## config.mk

```make
export PLATFORM = sky130hd
export DESIGN_NAME = uart_rx_command_parser_flat
export DESIGN_NICKNAME = d
export VERILOG_FILES = /design/src/rtl/uart_rx_command_parser_if.sv /design/src/rtl/uart_rx_command_parser.sv /design/src/flat_wrapper.sv
export SDC_FILE = /design/constraint.sdc
export NUM_CORES = 1
export LEC_CHECK = 0
export BUFFER_PORTS_ARGS = -buffer_cell sky130_fd_sc_hd__buf_2
export CAP_MARGIN = 10
export CORE_UTILIZATION = 50
export DETAILED_ROUTE_END_ITERATION = 10
export PLACE_DENSITY = 0.69
export SLEW_MARGIN = 20
export SYNTH_ARGS = -nofsm -noshare
export SYNTH_HDL_FRONTEND = slang
export SYNTH_SLANG_ARGS = --single-unit
```

## constraint.sdc

```tcl
create_clock -name clk -period 5.11 [get_ports clk]
set_clock_uncertainty 0.05 [all_clocks]
set_input_delay 1.022 -clock clk [delete_from_list [all_inputs] [get_ports clk]]
set_output_delay 1.022 -clock clk [all_outputs]
set_load 0.005 [all_outputs]
```

## src/rtl/uart_rx_command_parser_if.sv

```systemverilog
// rtl/uart_rx_command_parser_if.sv - received-byte and decoded-command signal bundle
//
// Purpose : groups the byte-receive inputs and the command/error outputs of the
//           UART command parser so they travel as one port.
// Signals : data_valid, parallel_data, parity_error, frame_error  - received byte
//           cmd_ready                                              - downstream accept
//           cmd_valid, cmd_type, cmd_address, cmd_data,
//           cmd_operand_b, cmd_function                            - decoded command
//           rx_error, bad_command, overrun_error, timeout_error    - one-cycle pulses
// Modports: master - the parser (consumes bytes, produces commands)
//           slave  - the environment (produces bytes, consumes commands)

interface uart_rx_command_parser_if #(
   parameter int DATA_WIDTH    = 8,
   parameter int ADDRESS_WIDTH = 4
);
   logic                     data_valid;
   logic [DATA_WIDTH-1:0]    parallel_data;
   logic                     parity_error;
   logic                     frame_error;
   logic                     cmd_ready;
   logic                     cmd_valid;
   logic [1:0]               cmd_type;
   logic [ADDRESS_WIDTH-1:0] cmd_address;
   logic [DATA_WIDTH-1:0]    cmd_data;
   logic [DATA_WIDTH-1:0]    cmd_operand_b;
   logic [3:0]               cmd_function;
   logic                     rx_error;
   logic                     bad_command;
   logic                     overrun_error;
   logic                     timeout_error;

   modport master (
      input  data_valid, parallel_data, parity_error, frame_error, cmd_ready,
      output cmd_valid, cmd_type, cmd_address, cmd_data, cmd_operand_b, cmd_function,
      output rx_error, bad_command, overrun_error, timeout_error
   );

   modport slave (
      output data_valid, parallel_data, parity_error, frame_error, cmd_ready,
      input  cmd_valid, cmd_type, cmd_address, cmd_data, cmd_operand_b, cmd_function,
      input  rx_error, bad_command, overrun_error, timeout_error
   );
endinterface

```

## src/rtl/uart_rx_command_parser.sv

```systemverilog
// rtl/uart_rx_command_parser.sv - UART byte-stream command frame parser
//
// Purpose : assembles write / read / ALU command frames from received UART bytes
//           and presents each decoded command with a valid/ready handshake.
// Ports   : clk   - block clock, rising edge
//           reset - synchronous, active-high
//           bus   - uart_rx_command_parser_if.master (byte input, command output,
//                   rx_error / bad_command / overrun_error / timeout_error pulses)

module uart_rx_command_parser #(
   parameter int DATA_WIDTH     = 8,
   parameter int ADDRESS_WIDTH  = 4,
   parameter int TIMEOUT_CYCLES = 4096
) (
   input  logic                      clk,
   input  logic                      reset,
   uart_rx_command_parser_if.master  bus
);

   localparam int CNT_W = (TIMEOUT_CYCLES > 2) ? $clog2(TIMEOUT_CYCLES) : 1;
   localparam logic [CNT_W-1:0] CNT_LAST = CNT_W'(TIMEOUT_CYCLES - 1);

   localparam logic [DATA_WIDTH-1:0] OP_WRITE   = DATA_WIDTH'(8'hAA);
   localparam logic [DATA_WIDTH-1:0] OP_READ    = DATA_WIDTH'(8'hBB);
   localparam logic [DATA_WIDTH-1:0] OP_ALU     = DATA_WIDTH'(8'hCC);
   localparam logic [DATA_WIDTH-1:0] OP_ALU_NOP = DATA_WIDTH'(8'hDD);

   typedef enum logic [2:0] {
      IDLE, WR_ADDR, WR_DATA, RD_ADDR, ALU_A, ALU_B, ALU_FUNC, HOLD
   } state_t;

   state_t                   state_q,         state_d;
   logic [CNT_W-1:0]         count_q,         count_d;
   logic                     cmd_valid_q,     cmd_valid_d;
   logic [1:0]               cmd_type_q,      cmd_type_d;
   logic [ADDRESS_WIDTH-1:0] cmd_address_q,   cmd_address_d;
   logic [DATA_WIDTH-1:0]    cmd_data_q,      cmd_data_d;
   logic [DATA_WIDTH-1:0]    cmd_operand_b_q, cmd_operand_b_d;
   logic [3:0]               cmd_function_q,  cmd_function_d;
   logic                     rx_error_q,      rx_error_d;
   logic                     bad_command_q,   bad_command_d;
   logic                     overrun_error_q, overrun_error_d;
   logic                     timeout_error_q, timeout_error_d;

   logic clean_byte;
   logic bad_byte;
   logic idle_like;

   always_comb begin
      state_d         = state_q;
      count_d         = count_q;
      cmd_valid_d     = cmd_valid_q;
      cmd_type_d      = cmd_type_q;
      cmd_address_d   = cmd_address_q;
      cmd_data_d      = cmd_data_q;
      cmd_operand_b_d = cmd_operand_b_q;
      cmd_function_d  = cmd_function_q;
      rx_error_d      = 1'b0;
      bad_command_d   = 1'b0;
      overrun_error_d = 1'b0;
      timeout_error_d = 1'b0;

      clean_byte = bus.data_valid & ~bus.parity_error & ~bus.frame_error;
      bad_byte   = bus.data_valid & (bus.parity_error | bus.frame_error);
      // The handshake cycle of a pending command doubles as an IDLE cycle, so a
      // byte landing exactly then is decoded instead of being lost.
      idle_like  = (state_q == IDLE) || ((state_q == HOLD) && bus.cmd_ready);

      if (state_q == HOLD) begin
         if (bus.cmd_ready) begin
            cmd_valid_d = 1'b0;
            state_d     = IDLE;
         end else if (bus.data_valid) begin
            overrun_error_d = 1'b1;
         end
      end

      if (idle_like) begin
         count_d = '0;
         if (bad_byte) begin
            rx_error_d = 1'b1;
         end else if (clean_byte) begin
            // Fields are cleared at the opcode so a short frame never carries
            // leftovers from the previous command.
            cmd_address_d   = '0;
            cmd_data_d      = '0;
            cmd_operand_b_d = '0;
            cmd_function_d  = '0;
            case (bus.parallel_data)
               OP_WRITE: begin
                  state_d    = WR_ADDR;
                  cmd_type_d = 2'd0;
               end
               OP_READ: begin
                  state_d    = RD_ADDR;
                  cmd_type_d = 2'd1;
               end
               OP_ALU: begin
                  state_d    = ALU_A;
                  cmd_type_d = 2'd2;
               end
               OP_ALU_NOP: begin
                  state_d    = ALU_FUNC;
                  cmd_type_d = 2'd3;
               end
               default: begin
                  bad_command_d = 1'b1;
               end
            endcase
         end
      end else if (state_q != HOLD) begin
         if (bad_byte) begin
            rx_error_d = 1'b1;
            state_d    = IDLE;
            count_d    = '0;
         end else if (clean_byte) begin
            count_d = '0;
            case (state_q)
               WR_ADDR: begin
                  cmd_address_d = bus.parallel_data[ADDRESS_WIDTH-1:0];
                  state_d       = WR_DATA;
               end
               WR_DATA: begin
                  cmd_data_d  = bus.parallel_data;
                  cmd_valid_d = 1'b1;
                  state_d     = HOLD;
               end
               RD_ADDR: begin
                  cmd_address_d = bus.parallel_data[ADDRESS_WIDTH-1:0];
                  cmd_valid_d   = 1'b1;
                  state_d       = HOLD;
               end
               ALU_A: begin
                  cmd_data_d = bus.parallel_data;
                  state_d    = ALU_B;
               end
               ALU_B: begin
                  cmd_operand_b_d = bus.parallel_data;
                  state_d         = ALU_FUNC;
               end
               ALU_FUNC: begin
                  cmd_function_d = bus.parallel_data[3:0];
                  cmd_valid_d    = 1'b1;
                  state_d        = HOLD;
               end
               default: begin
                  state_d = IDLE;
               end
            endcase
         end else if (count_q == CNT_LAST) begin
            // Only reached without a byte this cycle: an arriving byte wins.
            timeout_error_d = 1'b1;
            state_d         = IDLE;
            count_d         = '0;
         end else begin
            count_d = count_q + CNT_W'(1);
         end
      end
   end

   always_ff @(posedge clk) begin
      if (reset) begin
         state_q         <= IDLE;
         count_q         <= '0;
         cmd_valid_q     <= 1'b0;
         cmd_type_q      <= '0;
         cmd_address_q   <= '0;
         cmd_data_q      <= '0;
         cmd_operand_b_q <= '0;
         cmd_function_q  <= '0;
         rx_error_q      <= 1'b0;
         bad_command_q   <= 1'b0;
         overrun_error_q <= 1'b0;
         timeout_error_q <= 1'b0;
      end else begin
         state_q         <= state_d;
         count_q         <= count_d;
         cmd_valid_q     <= cmd_valid_d;
         cmd_type_q      <= cmd_type_d;
         cmd_address_q   <= cmd_address_d;
         cmd_data_q      <= cmd_data_d;
         cmd_operand_b_q <= cmd_operand_b_d;
         cmd_function_q  <= cmd_function_d;
         rx_error_q      <= rx_error_d;
         bad_command_q   <= bad_command_d;
         overrun_error_q <= overrun_error_d;
         timeout_error_q <= timeout_error_d;
      end
   end

   assign bus.cmd_valid     = cmd_valid_q;
   assign bus.cmd_type      = cmd_type_q;
   assign bus.cmd_address   = cmd_address_q;
   assign bus.cmd_data      = cmd_data_q;
   assign bus.cmd_operand_b = cmd_operand_b_q;
   assign bus.cmd_function  = cmd_function_q;
   assign bus.rx_error      = rx_error_q;
   assign bus.bad_command   = bad_command_q;
   assign bus.overrun_error = overrun_error_q;
   assign bus.timeout_error = timeout_error_q;

endmodule

```

## src/flat_wrapper.sv

```systemverilog
// flat-port wrapper written by rule: the top's interface ports become plain ports
module uart_rx_command_parser_flat 
#(
   parameter int DATA_WIDTH     = 8,
   parameter int ADDRESS_WIDTH  = 4,
   parameter int TIMEOUT_CYCLES = 4096
)
  (clk, reset, bus_data_valid, bus_parallel_data, bus_parity_error, bus_frame_error, bus_cmd_ready, bus_cmd_valid, bus_cmd_type, bus_cmd_address, bus_cmd_data, bus_cmd_operand_b, bus_cmd_function, bus_rx_error, bus_bad_command, bus_overrun_error, bus_timeout_error);
  uart_rx_command_parser_if #(.DATA_WIDTH(DATA_WIDTH), .ADDRESS_WIDTH(ADDRESS_WIDTH)) bus_i ();
  input  logic clk;
  input  logic reset;
  input wire logic [$bits(bus_i.data_valid)-1:0] bus_data_valid;
  input wire logic [$bits(bus_i.parallel_data)-1:0] bus_parallel_data;
  input wire logic [$bits(bus_i.parity_error)-1:0] bus_parity_error;
  input wire logic [$bits(bus_i.frame_error)-1:0] bus_frame_error;
  input wire logic [$bits(bus_i.cmd_ready)-1:0] bus_cmd_ready;
  output wire logic [$bits(bus_i.cmd_valid)-1:0] bus_cmd_valid;
  output wire logic [$bits(bus_i.cmd_type)-1:0] bus_cmd_type;
  output wire logic [$bits(bus_i.cmd_address)-1:0] bus_cmd_address;
  output wire logic [$bits(bus_i.cmd_data)-1:0] bus_cmd_data;
  output wire logic [$bits(bus_i.cmd_operand_b)-1:0] bus_cmd_operand_b;
  output wire logic [$bits(bus_i.cmd_function)-1:0] bus_cmd_function;
  output wire logic [$bits(bus_i.rx_error)-1:0] bus_rx_error;
  output wire logic [$bits(bus_i.bad_command)-1:0] bus_bad_command;
  output wire logic [$bits(bus_i.overrun_error)-1:0] bus_overrun_error;
  output wire logic [$bits(bus_i.timeout_error)-1:0] bus_timeout_error;
  assign bus_i.data_valid = bus_data_valid;
  assign bus_i.parallel_data = bus_parallel_data;
  assign bus_i.parity_error = bus_parity_error;
  assign bus_i.frame_error = bus_frame_error;
  assign bus_i.cmd_ready = bus_cmd_ready;
  assign bus_cmd_valid = bus_i.cmd_valid;
  assign bus_cmd_type = bus_i.cmd_type;
  assign bus_cmd_address = bus_i.cmd_address;
  assign bus_cmd_data = bus_i.cmd_data;
  assign bus_cmd_operand_b = bus_i.cmd_operand_b;
  assign bus_cmd_function = bus_i.cmd_function;
  assign bus_rx_error = bus_i.rx_error;
  assign bus_bad_command = bus_i.bad_command;
  assign bus_overrun_error = bus_i.overrun_error;
  assign bus_timeout_error = bus_i.timeout_error;
  uart_rx_command_parser #(.DATA_WIDTH(DATA_WIDTH), .ADDRESS_WIDTH(ADDRESS_WIDTH), .TIMEOUT_CYCLES(TIMEOUT_CYCLES)) u_core (.clk(clk), .reset(reset), .bus(bus_i));
endmodule
```

==> impl_metrics.toml <==
[run_status]
status = "finished, final reports clean"

[drt]
dr_total_vias = 2051
drc_errors = 0
drt-total-wl_um = 5130
vias_per_cell = 5.89
ant_nets = 0
drtPass1Iterations = 4
dr.first_iter.drc_count = 182
drt-wirelength-per-cell_um = 14.7

[timing]
setup_violations = 0
rsz0062_at_grt = "false"
fin_crit_sh = 0.488
fin_tns_setup_ps = 0
tightest_slew_ps = 744
slew_headroom = 0.503
drv_slew = 0
layout_min_cycle_time_ps = 2500
hold_viol = 0
fmax_mhz = 401

[cts]
cts_resized = 0
cts_tree = "built"
worstSkewPairLatency_ps = 300
max-clock-path-buffers = 2
clock-root-buffer = "clkbuf_8"
cts_buffers = 5
cts_hold_buffers = 0
htree_levels = 2
path_clk_slew_ps = 90
clock-sinks = 46
postCtsSetupRepairBufs = 0

[place]
port_buffers = 44
dpl.cell_count = 340
gp_congestion = 0.804
dp_hpwl_um = 3540

[floorplan]
die-width_um = 69.4
core_area_um2 = 4350
die_h_um = 69.4
row_count = 24
start_util = 0.522
num_io_pins = 45
die_area_um2 = 4820

[global_route]
grt_max_degree = 35
grt_overflow = 0
track_usage = 0.229
grt_antenna_before_repair = 0
grt_pass1_wl_um = 8910
grt_pass1_vias = 1850

[synth]
ys_async_sr_fraction = 0
synth-main-ff-cell = "dfxtp_1"
synth_area_per_cell_um2 = 8.74
yosysUniqueCellTypes = 63
synth_edf_count = 0
synthTopCellsByArea = "dfxtp_1, a21oi_1, nand3_1"
synth-seq-cells = 46
netlist_area_um2 = 2270
yosysSeqAreaShare = 0.405
yosys_warnings = 0
yosys.area.top_type_share = 0.405
synth_area_leader_cell = "dfxtp_1"
syn_nets = 275
synthCells = 260

[critical_path]
crit_type = "input pin to register"
path_max_fanout = 18
worstSetupEndpointType = "register"
critPathArrivalTime_ps = 2660
crit_required_ps = 5280
r2r_slack_ps = 2900
start_kind = "input pin"

[power_and_ir_drop]
power_uw = 628
peakVddDrop_mv = 0.179
leakage_nw = 0.951
p_per_area_nw_per_um2 = 245

[layout]
nNetsFinal = 310
final_cell_mix = "dfxtp_1, buf_2, a21oi_1, nand2_1, nand3_1"
multi_input_area_um2 = 1250
antenna_cells = 0
stdcell_count = 348
seq_area_um2 = 921
n_fill_cell = 402
drive_gt1_frac = 0.223
syn_to_final_growth_pct = 12.8
layout_commonest_cell = "dfxtp_1"

[flow_run]
max_cap_violations = 0

[min_path]
min_path_type = "register to register"
## worst max-delay path, cell delays in order
cell and delay (ps):
buf_2 180, nor3b_4 670, nand3_2 170, or4b_1 530
o31ai_1 90
## routing by layer
metal	track usage	part of all wire	up-vias
li1	-	-	1035
met1	0.320	0.48	966
met2	0.352	0.47	46
met3	0.0451	0.037	4
met4	0.0839	0.0058	0
met5	0	0	-
## cell families (layout without fill, tap and decap cells)
| family | Yosys count | after routing | synth area share |
|---|---|---|---|
| multiplexers | 4 | 4 | 0.0176 |
| flip-flops | 46 | 46 | 0.405 |
| buffers and inverters | 19 | 55 | 0.0424 |
| XOR/XNOR | 8 | 8 | 0.0308 |
| adder cells (fa/ha/maj) | 1 | 1 | 0.00551 |
| AO/OA/AOI/OAI | 74 | 74 | 0.218 |
| AND/OR/NAND/NOR | 108 | 108 | 0.280 |
## report_power, final
group | total (mW) | internal [mW] | switching [mW] | leakage, nW
registers | 0.360 | 0.359 | 0.000944 | 0.371
clock network | 0.230 | 0.109 | 0.121 | 0.0482
logic | 0.0380 | 0.0133 | 0.0247 | 0.532
## registers in the layout, indices dropped and copies added (netlist names)
register	cells
u_core.bus.bad_command	1
u_core.bus.cmd_operand_b	8
u_core.bus.timeout_error	1
u_core.state_q	3
u_core.bus.overrun_error	1
u_core.bus.cmd_valid	1
u_core.count_q	12
u_core.bus.cmd_type	2
u_core.bus.cmd_address	4
u_core.bus.cmd_function	4
u_core.bus.cmd_data	8
u_core.bus.rx_error	1
## cell usage after synthesis (4+ instances only)
master     n
mux2i_1    4
o21ai_0    9
nand4_1    6
o21ai_1   11
buf_2      5
dfxtp_1   46
a21oi_1   26
nor3b_1    4
o31ai_1    5
xor2_1     7
nand2_1   22
clkbuf_1   7
nor3_1     6
nor2_1    18
nand3_1   20
## metrics by stage
step	cell area, µm²	worst slack, ps	util	hold slack, ps
floorplan	2270	2820	-	398
global placement	2470	2340	0.568	389
detailed placement	2470	2270	0.568	397
CTS	2560	2600	0.589	409
global route	2560	2470	0.589	432
finish	2560	2610	0.589	404
## area by class of cell
class,count,share of cell area
Tap cell,52,0.0254
Multi-Input combinational cell,195,0.490
Sequential cell,46,0.359
Inverter,3,0.00439
Clock inverter,1,0.00195
Clock buffer,7,0.0337
Timing Repair Buffer,44,0.0859
## final timing paths
| check | cells after the start | end | startpoint |
|---|---|---|---|
| setup / recovery | 5 | u_core.state_q[1] | bus_data_valid |
| hold / removal | 2 | u_core.bus.cmd_data[4] | u_core.bus.cmd_data[4] |
| setup reg to reg | 4 | u_core.state_q[1] | u_core.state_q[1] |
| hold reg to reg | 2 | u_core.bus.cmd_data[4] | u_core.bus.cmd_data[4] |
Power figures use the tool's default switching activity.
